<file path="config.mk">
export PLATFORM = sky130hd
export DESIGN_NAME = eth_tx_framer
export DESIGN_NICKNAME = d
export VERILOG_FILES = /design/src/rtl/eth_pkg.sv /design/src/rtl/crc32_eth.sv /design/src/rtl/eth_tx_framer.sv
export SDC_FILE = /design/constraint.sdc
export NUM_CORES = 1
export LEC_CHECK = 0
export CORE_ASPECT_RATIO = 0.9
export CORE_MARGIN = 5
export CORE_UTILIZATION = 50
export CTS_CLUSTER_SIZE = 40
export DETAILED_ROUTE_END_ITERATION = 10
export PLACE_DENSITY_LB_ADDON = 0.12
export SKIP_CTS_REPAIR_TIMING = 1
export SLEW_MARGIN = 15
export SYNTH_ARGS = -nofsm -noshare
export SYNTH_HDL_FRONTEND = slang
export SYNTH_HIERARCHICAL = 1
export SYNTH_SLANG_ARGS = --single-unit
</file>
<file path="constraint.sdc">
create_clock -name clk -period 7.24 [get_ports clk]
set_input_delay 1.086 -clock clk [delete_from_list [all_inputs] [get_ports clk]]
set_output_delay 1.086 -clock clk [all_outputs]
set_load 0.1 [all_outputs]
</file>
<file path="src/rtl/eth_pkg.sv">
// Shared Ethernet TX constants, framer state encoding and the byte-wise CRC-32 step.
package eth_pkg;

   localparam logic [7:0]  ETH_PREAMBLE_BYTE = 8'h55;
   localparam logic [7:0]  ETH_SFD_BYTE      = 8'hD5;
   localparam int          ETH_MIN_FRAME     = 60;
   localparam int          ETH_IFG           = 12;
   localparam logic [31:0] ETH_CRC_POLY      = 32'hEDB88320;

   typedef enum logic [2:0] {
      TX_IDLE = 3'd0,
      TX_PRE  = 3'd1,
      TX_SFD  = 3'd2,
      TX_DATA = 3'd3,
      TX_PAD  = 3'd4,
      TX_FCS  = 3'd5,
      TX_IFG  = 3'd6
   } tx_state_t;

   // Reflected CRC-32 (IEEE 802.3), one byte, LSB first.
   function automatic logic [31:0] crc32_byte(input logic [31:0] crc, input logic [7:0] data);
      logic [31:0] c;
      c = crc ^ {24'h000000, data};
      for (int i = 0; i < 8; i++) begin
         c = c[0] ? ((c >> 1) ^ ETH_CRC_POLY) : (c >> 1);
      end
      return c;
   endfunction

endpackage

</file>
<file path="src/rtl/crc32_eth.sv">
// Ethernet FCS accumulator: preset to all ones on clear, crc_out is the complemented
// remainder ready to transmit least-significant byte first.
module crc32_eth
   import eth_pkg::*;
(
   input  logic        clk,
   input  logic        rst_n,
   input  logic        clear,
   input  logic        enable,
   input  logic [7:0]  data_in,
   output logic [31:0] crc_out
);

   logic [31:0] crc_reg;

   always_ff @(posedge clk or negedge rst_n) begin
      if (!rst_n) begin
         crc_reg <= 32'hFFFFFFFF;
      end else if (clear) begin
         crc_reg <= 32'hFFFFFFFF;
      end else if (enable) begin
         crc_reg <= crc32_byte(crc_reg, data_in);
      end
   end

   assign crc_out = ~crc_reg;

endmodule

</file>
<file path="src/rtl/eth_tx_framer.sv">
// GMII transmit framer: preamble/SFD insertion, zero padding to minimum length,
// FCS append and inter-frame gap enforcement over a byte valid/ready stream.
module eth_tx_framer
   import eth_pkg::*;
#(
   parameter int PREAMBLE_BYTES  = 7,
   parameter int MIN_FRAME_BYTES = ETH_MIN_FRAME,
   parameter int IFG_BYTES       = ETH_IFG
) (
   input  logic       clk,
   input  logic       rst_n,
   input  logic [7:0] s_tdata,
   input  logic       s_tvalid,
   input  logic       s_tlast,
   output logic       s_tready,
   output logic [7:0] gmii_txd,
   output logic       gmii_tx_en,
   output logic       gmii_tx_er,
   output logic       busy,
   output logic       underrun
);

   localparam logic [7:0]  PRE_LAST = 8'(PREAMBLE_BYTES - 1);
   localparam logic [7:0]  IFG_LAST = 8'(IFG_BYTES - 1);
   localparam logic [16:0] MIN_LEN  = 17'(MIN_FRAME_BYTES);

   tx_state_t   state_reg, state_next;
   logic [7:0]  phase_reg, phase_next;
   logic [15:0] byte_cnt_reg, byte_cnt_next;
   logic [23:0] hold_reg, hold_next;
   logic [7:0]  txd_reg, txd_next;
   logic        tx_en_reg, tx_en_next;
   logic        tx_er_reg, tx_er_next;
   logic        underrun_reg, underrun_next;

   logic        crc_clear, crc_en;
   logic [7:0]  crc_din;
   logic [31:0] crc_out;
   logic [15:0] byte_cnt_inc;
   logic [16:0] cnt_plus1;

   crc32_eth u_crc (
      .clk     (clk),
      .rst_n   (rst_n),
      .clear   (crc_clear),
      .enable  (crc_en),
      .data_in (crc_din),
      .crc_out (crc_out)
   );

   assign byte_cnt_inc = (byte_cnt_reg == 16'hFFFF) ? byte_cnt_reg : byte_cnt_reg + 16'd1;
   assign cnt_plus1    = {1'b0, byte_cnt_reg} + 17'd1;

   always_comb begin
      state_next    = state_reg;
      phase_next    = phase_reg + 8'd1;
      byte_cnt_next = byte_cnt_reg;
      hold_next     = hold_reg;
      txd_next      = 8'h00;
      tx_en_next    = 1'b0;
      tx_er_next    = 1'b0;
      underrun_next = 1'b0;
      crc_clear     = 1'b0;
      crc_en        = 1'b0;
      crc_din       = 8'h00;

      case (state_reg)
         TX_IDLE: begin
            crc_clear     = 1'b1;
            byte_cnt_next = 16'd0;
            if (s_tvalid) state_next = TX_PRE;
         end
         TX_PRE: begin
            txd_next   = ETH_PREAMBLE_BYTE;
            tx_en_next = 1'b1;
            if (phase_reg == PRE_LAST) state_next = TX_SFD;
         end
         TX_SFD: begin
            txd_next   = ETH_SFD_BYTE;
            tx_en_next = 1'b1;
            state_next = TX_DATA;
         end
         TX_DATA: begin
            tx_en_next = 1'b1;
            if (s_tvalid) begin
               txd_next      = s_tdata;
               crc_en        = 1'b1;
               crc_din       = s_tdata;
               byte_cnt_next = byte_cnt_inc;
               if (s_tlast) state_next = (cnt_plus1 < MIN_LEN) ? TX_PAD : TX_FCS;
            end else begin
               // Starved mid-frame: flag the error on the wire and abandon the frame.
               tx_er_next    = 1'b1;
               underrun_next = 1'b1;
               state_next    = TX_IFG;
            end
         end
         TX_PAD: begin
            tx_en_next    = 1'b1;
            crc_en        = 1'b1;
            byte_cnt_next = byte_cnt_inc;
            if (cnt_plus1 >= MIN_LEN) state_next = TX_FCS;
         end
         TX_FCS: begin
            tx_en_next = 1'b1;
            case (phase_reg[1:0])
               2'd0: begin
                  txd_next  = crc_out[7:0];
                  hold_next = crc_out[31:8];
               end
               2'd1: txd_next = hold_reg[7:0];
               2'd2: txd_next = hold_reg[15:8];
               2'd3: begin
                  txd_next   = hold_reg[23:16];
                  state_next = TX_IFG;
               end
            endcase
         end
         TX_IFG: begin
            if (phase_reg == IFG_LAST) state_next = TX_IDLE;
         end
         default: state_next = TX_IDLE;
      endcase

      if (state_next != state_reg) phase_next = 8'd0;
   end

   always_ff @(posedge clk or negedge rst_n) begin
      if (!rst_n) begin
         state_reg    <= TX_IDLE;
         phase_reg    <= 8'd0;
         byte_cnt_reg <= 16'd0;
         hold_reg     <= 24'd0;
         txd_reg      <= 8'h00;
         tx_en_reg    <= 1'b0;
         tx_er_reg    <= 1'b0;
         underrun_reg <= 1'b0;
      end else begin
         state_reg    <= state_next;
         phase_reg    <= phase_next;
         byte_cnt_reg <= byte_cnt_next;
         hold_reg     <= hold_next;
         txd_reg      <= txd_next;
         tx_en_reg    <= tx_en_next;
         tx_er_reg    <= tx_er_next;
         underrun_reg <= underrun_next;
      end
   end

   assign s_tready   = (state_reg == TX_DATA);
   assign busy       = (state_reg != TX_IDLE);
   assign gmii_txd   = txd_reg;
   assign gmii_tx_en = tx_en_reg;
   assign gmii_tx_er = tx_er_reg;
   assign underrun   = underrun_reg;

endmodule

</file>
# Yosys cells after proc, flatten, opt, wreduce, memory -nomap -nowiden
# Cells that the tools add are included.
# op_classes
muxes	33
shift	0
bitwise	10
reduce_logical	8
div_mod_pow	0
n_addsub	3
eq_ne	14
mul	0
magnitude_cmp	2
# op_table
cell	count
two-way mux 32 bit	10
inverter 13 -> 14 bit	8
case mux 8 bit (4 select lines)	2
case mux 16 bit (3 select lines)	1
two-way mux 16 bit	2
inverter 32 bit	1
bitwise XOR 32 x 8 -> 32 bit	1
two-way mux 8 bit	3
two-way mux 3 bit	7
case mux 3 bit (7 select lines)	1
adder 16 x 1 -> 17 bit (second input constant)	1
greater-or-equal comparator 17 x 6 -> 1 bit (second input constant)	1
< comparator 17 x 6 -> 1 bit (second input constant)	1
adder 16 x 1 -> 16 bit (second input constant)	1
== test 16 bit (second input constant)	1
== test 3 bit (second input constant)	3
adder 8 x 1 -> 8 bit (second input constant)	1
== test 8 x 3 -> 1 bit (second input constant)	1
== test 8 x 4 -> 1 bit (second input constant)	1
== test 3 x 2 -> 1 bit (second input constant)	2
two-way mux 1 bit	6
nonzero test 3 bit	2
OR reduction 5 bit	1
== test 2 bit (second input constant)	2
other kinds (9)	10
# totals
elab_cells	78
n_memories	0
register_bits	93
latch_bits	0
ram_bits	0
romBits	0

# Depth between registers and ports, before layout
# logic_depth
word_depth	21
depth_mapped	11
mapped_depth_nobuf	8

# Hierarchy
# Netlist, hierarchy kept.
# modules_own_cells
mod	n_inst	cells_each	area_per_inst_um2
eth_tx_framer	1	375	3582.2
crc32_eth	1	205	2406.1

# Worst setup path before layout
# No wires, ideal clock.
# synth_path
path_kind	reg2reg
start	register state_reg[2]
end	register u_crc.crc_reg[27]
arrival_time_ns	3.225
path_stages_with_launch	9
setup_slack_ns	3.933
n_path_buf	2
required_ns	7.158
path_cell_list	dfrtp_1 -> clkbuf_1 -> and3b_1 -> clkbuf_1 -> and3_1 -> xnor2_4 -> xnor2_4 -> xnor3_1 -> o31a_1
# synth_between
elab_cells_between_ends	22
# synth_lines
item	line	text
start: declaration	eth_tx_framer.sv:27	tx_state_t state_reg, state_next;
start signal: assignment	eth_tx_framer.sv:139	state_reg <= state_next;
== test 3 x 2 -> 1 bit	-	
named net s_tready	eth_tx_framer.sv:15	output logic s_tready,
two-way mux 8 bit	eth_tx_framer.sv:67	case (state_reg)
named net crc_din[1]	eth_tx_framer.sv:37	logic [7:0] crc_din;
bitwise XOR 32 x 8 -> 32 bit	eth_pkg.sv:23	c = crc ^ {24'h000000, data};
two-way mux 32 bit (8 in series)	eth_pkg.sv:25	c = c[0] ? ((c >> 1) ^ ETH_CRC_POLY) : (c >> 1);
two-way mux 32 bit	crc32_eth.sv:21	end else if (enable) begin
two-way mux 32 bit	crc32_eth.sv:19	end else if (clear) begin
end signal: assignment	crc32_eth.sv:22	crc_reg <= crc32_byte(crc_reg, data_in);
end: declaration	crc32_eth.sv:14	logic [31:0] crc_reg;
# The timed path passes the listed nets, and every way through them passes these cells. The select of a mux whose other input is x is not followed.
# A chain may end at the register's enable or synchronous reset.

# Worst setup path after layout
# layout_path
start	register state_reg[0]
end	output port s_tready
# layout_between
elab_chain_cells	1
# layout_rtl
item	line	text
== test 3 x 2 -> 1 bit	eth_tx_framer.sv:150	assign s_tready = (state_reg == TX_DATA);
end: declaration	eth_tx_framer.sv:15	
# No other way between the ends.

==> flow_metrics.tcl <==
set metrics [dict create \
    drcViolationCount 0 \
    antenna_found_initial 0 \
    nets 599 \
    synthTopCellsByCount "61 x dfrtp_1, 53 x nor2_1, 43 x inv_1" \
    synthAdderAreaFrac 0.0146 \
    grt_pass1_vias 4193 \
    arrival_ps 2700 \
    fmax_ghz 0.264 \
    synth_cells 580 \
    final_cells 745 \
    synth_top_area_share 0.255 \
    overflow 0 \
    vias 4275 \
    crit_family "buffers and inverters" \
    post-route-period-util 0.523 \
    seq_area_mm2 0.00237 \
    layout-drive-gt1-share 0.174 \
    ys_seq_area_frac 0.395 \
    cp_max_fo 16 \
    cts_tree "built" \
    max_stage_delay_ps 1220 \
    die_w_um 125 \
    rsz0062_at_grt "false" \
    status "complete, no violations" \
    finalSetupViolCount 0 \
    largest_register_ffs 32 \
    htreeDepth 3 \
    worstMarginPinSlew_ps 1130 \
    min_path_type "reg2reg" \
    start_util 0.504 \
    path_clk_slew_ps 60 \
    core_area_mm2 0.0119 \
    clock-sinks 93 \
    grt_usage 0.195 \
    synthXorXnorAreaFrac 0.181 \
    drtIter0Drc 283 \
    io_pins 25 \
    multiInputGateArea_mm2 0.00327 \
    p_leak_nw 2.99 \
    wl_per_cell_um 18.0 \
    cts_buffers 9 \
    ant_nets 0 \
    grt_max_degree 71 \
    via_per_inst 5.74 \
    report.final.slew_viol_count 0 \
    vdd_ir_drop_max_v 0.000166 \
    clock-root-buffer "clkbuf_16" \
    yosysUniqueCellTypes 71 \
    max_cap_viol_count 0 \
    period_needed_ps 3780 \
    hold_viol 0 \
    ys_ff_latch 93 \
    relSlewSlack 0.247 \
    power.density_mw_per_mm2 511 \
    fin_skew_ps 9.47 \
    worstPathRequired_ps 6150 \
    synth_compound_area_frac 0.169 \
    synth_nets 599 \
    synth_top_family_by_area "XOR/XNOR gates" \
    cp_slowest_cell "clkdlybuf4s50_1" \
    worstSetupPathType "reg2out" \
    synth.most_common_cell "dfrtp_1" \
    crit_path_end_kind "primary output" \
    fp-row-count 38 \
    place.gp.congestion 0.808 \
    hpwl_um 9150 \
    fin_tns_setup_ps 0 \
    clkLatencyLatePin_ps 350 \
    syn_avg_cell_area_um2 10.3 \
    area_growth_pct 10.0 \
    start_kind "flip-flop" \
    async_flop_share 1.00 \
    port_buffers 24 \
    diodes 0 \
    crit_chain "and3b_1, clkdlybuf4s50_1" \
    firstDrtPassIters 5 \
    grt_pass1_wl_um 22200 \
    path_buf_inv 1 \
    synth_edf_count 0 \
    dieHeight_um 114 \
    n_fill_cell 1039 \
    synth.mux.area_fraction 0.0468 \
    dieArea_mm2 0.0143 \
    yosys.area.top_type "dfrtp_1" \
    ys.flop_type "dfrtp_1" \
    cts_buffer_depth 2 \
    yosys.area_share.simple 0.135 \
    yosysWarnings 6 \
    synth_area_leaders "dfrtp_1 25%, dfstp_2 14%, xnor3_1 6.0%" \
    wl_um 13400 \
    syn-cell-area_mm2 0.00599 \
    dp_cells 729 \
]
==> worst register-to-register path, cell delays in order (launching register included) <==
cell      delay (ps)
dfrtp_1          610
and3b_1          520
and2_1           340
nor2_1           100
inv_1             70
buf_4            330
clkinv_1         660
nor2_1           450
a21oi_1          120
==> layer usage <==
layer  GRT usage  vias up  share of wire
met5           0        -              0
met1       0.271     2115           0.48
met4      0.0368        0         0.0079
li1            -     2054              -
met3      0.0501        9          0.050
met2       0.315       97           0.47
==> layout make-up <==
type,instances,area share
clock buffer,13,0.0380
clock inverter,3,0.0104
inverter,44,0.0251
multi-input combinational,404,0.496
sequential,93,0.359
tap,160,0.0304
timing repair buffer,28,0.0406
==> layout by cell type, fill, tap and decap left out, types with 9 or more instances in the layout <==
cell type        count
xnor3_1             16
a21oi_1             33
nand4_1              9
clkbuf_16            9
nand2_1             27
dfstp_2             32
o31ai_1             11
inv_1               43
xnor2_4              9
nand3_1             10
dfrtp_1             61
nor2_1              53
clkdlybuf4s50_1     23
a211o_1             13
xnor2_1             31
o21ai_0             34
mux2_2              24
o32ai_1              9
and3_1               9
==> power by group <==
group	switching, mW	total, mW	leakage [nW]	internal [mW]
combinational	1.03	1.95	1.69	0.920
sequential	0.156	0.911	1.14	0.755
clock	0.196	0.510	0.154	0.313
total	1.38	3.37	2.99	1.99
==> metrics by stage <==
| step | utilization | power, mW | setup slack (ps) | hold WS, ps | area, µm² |
|---|---|---|---|---|---|
| floorplan | - | 2.48 | 3930 | 479 | 5990 |
| detailed placement | 0.527 | 2.87 | 3290 | 493 | 6270 |
| CTS | 0.554 | 3.39 | 3460 | 511 | 6590 |
| finish | 0.554 | 3.37 | 3460 | 510 | 6590 |
| global route | 0.554 | 3.58 | 3320 | 522 | 6590 |
| global placement | 0.527 | 2.83 | 3400 | 488 | 6270 |
==> final timing paths <==
path / startpoint / to / slack (ps) / depth (start not counted)
min reg2reg: hold_reg[10]$_DFFE_PN0P_ / hold_reg[10]$_DFFE_PN0P_ / 510 / 1
min: hold_reg[10]$_DFFE_PN0P_ / hold_reg[10]$_DFFE_PN0P_ / 510 / 1
max in group asynchronous: rst_n / hold_reg[19]$_DFFE_PN0P_ / 5400 / 2
max reg2reg: state_reg[0]$_DFF_PN0_ / u_crc/crc_reg[25]$_DFFE_PN1P_ / 3940 / 8
min in group asynchronous: rst_n / phase_reg[6]$_DFF_PN0_ / 630 / 1
max: state_reg[0]$_DFF_PN0_ / s_tready / 3460 / 2
==> logic make-up after synthesis <==
logic type | Yosys count
XOR/XNOR | 69
flip-flops | 93
AO/OA/AOI/OAI | 148
AND/OR/NAND/NOR | 155
buffers and inverters | 83
multiplexers | 25
adder cells (fa/ha/maj) | 7
No activity file was read; power rests on OpenSTA's default activity.
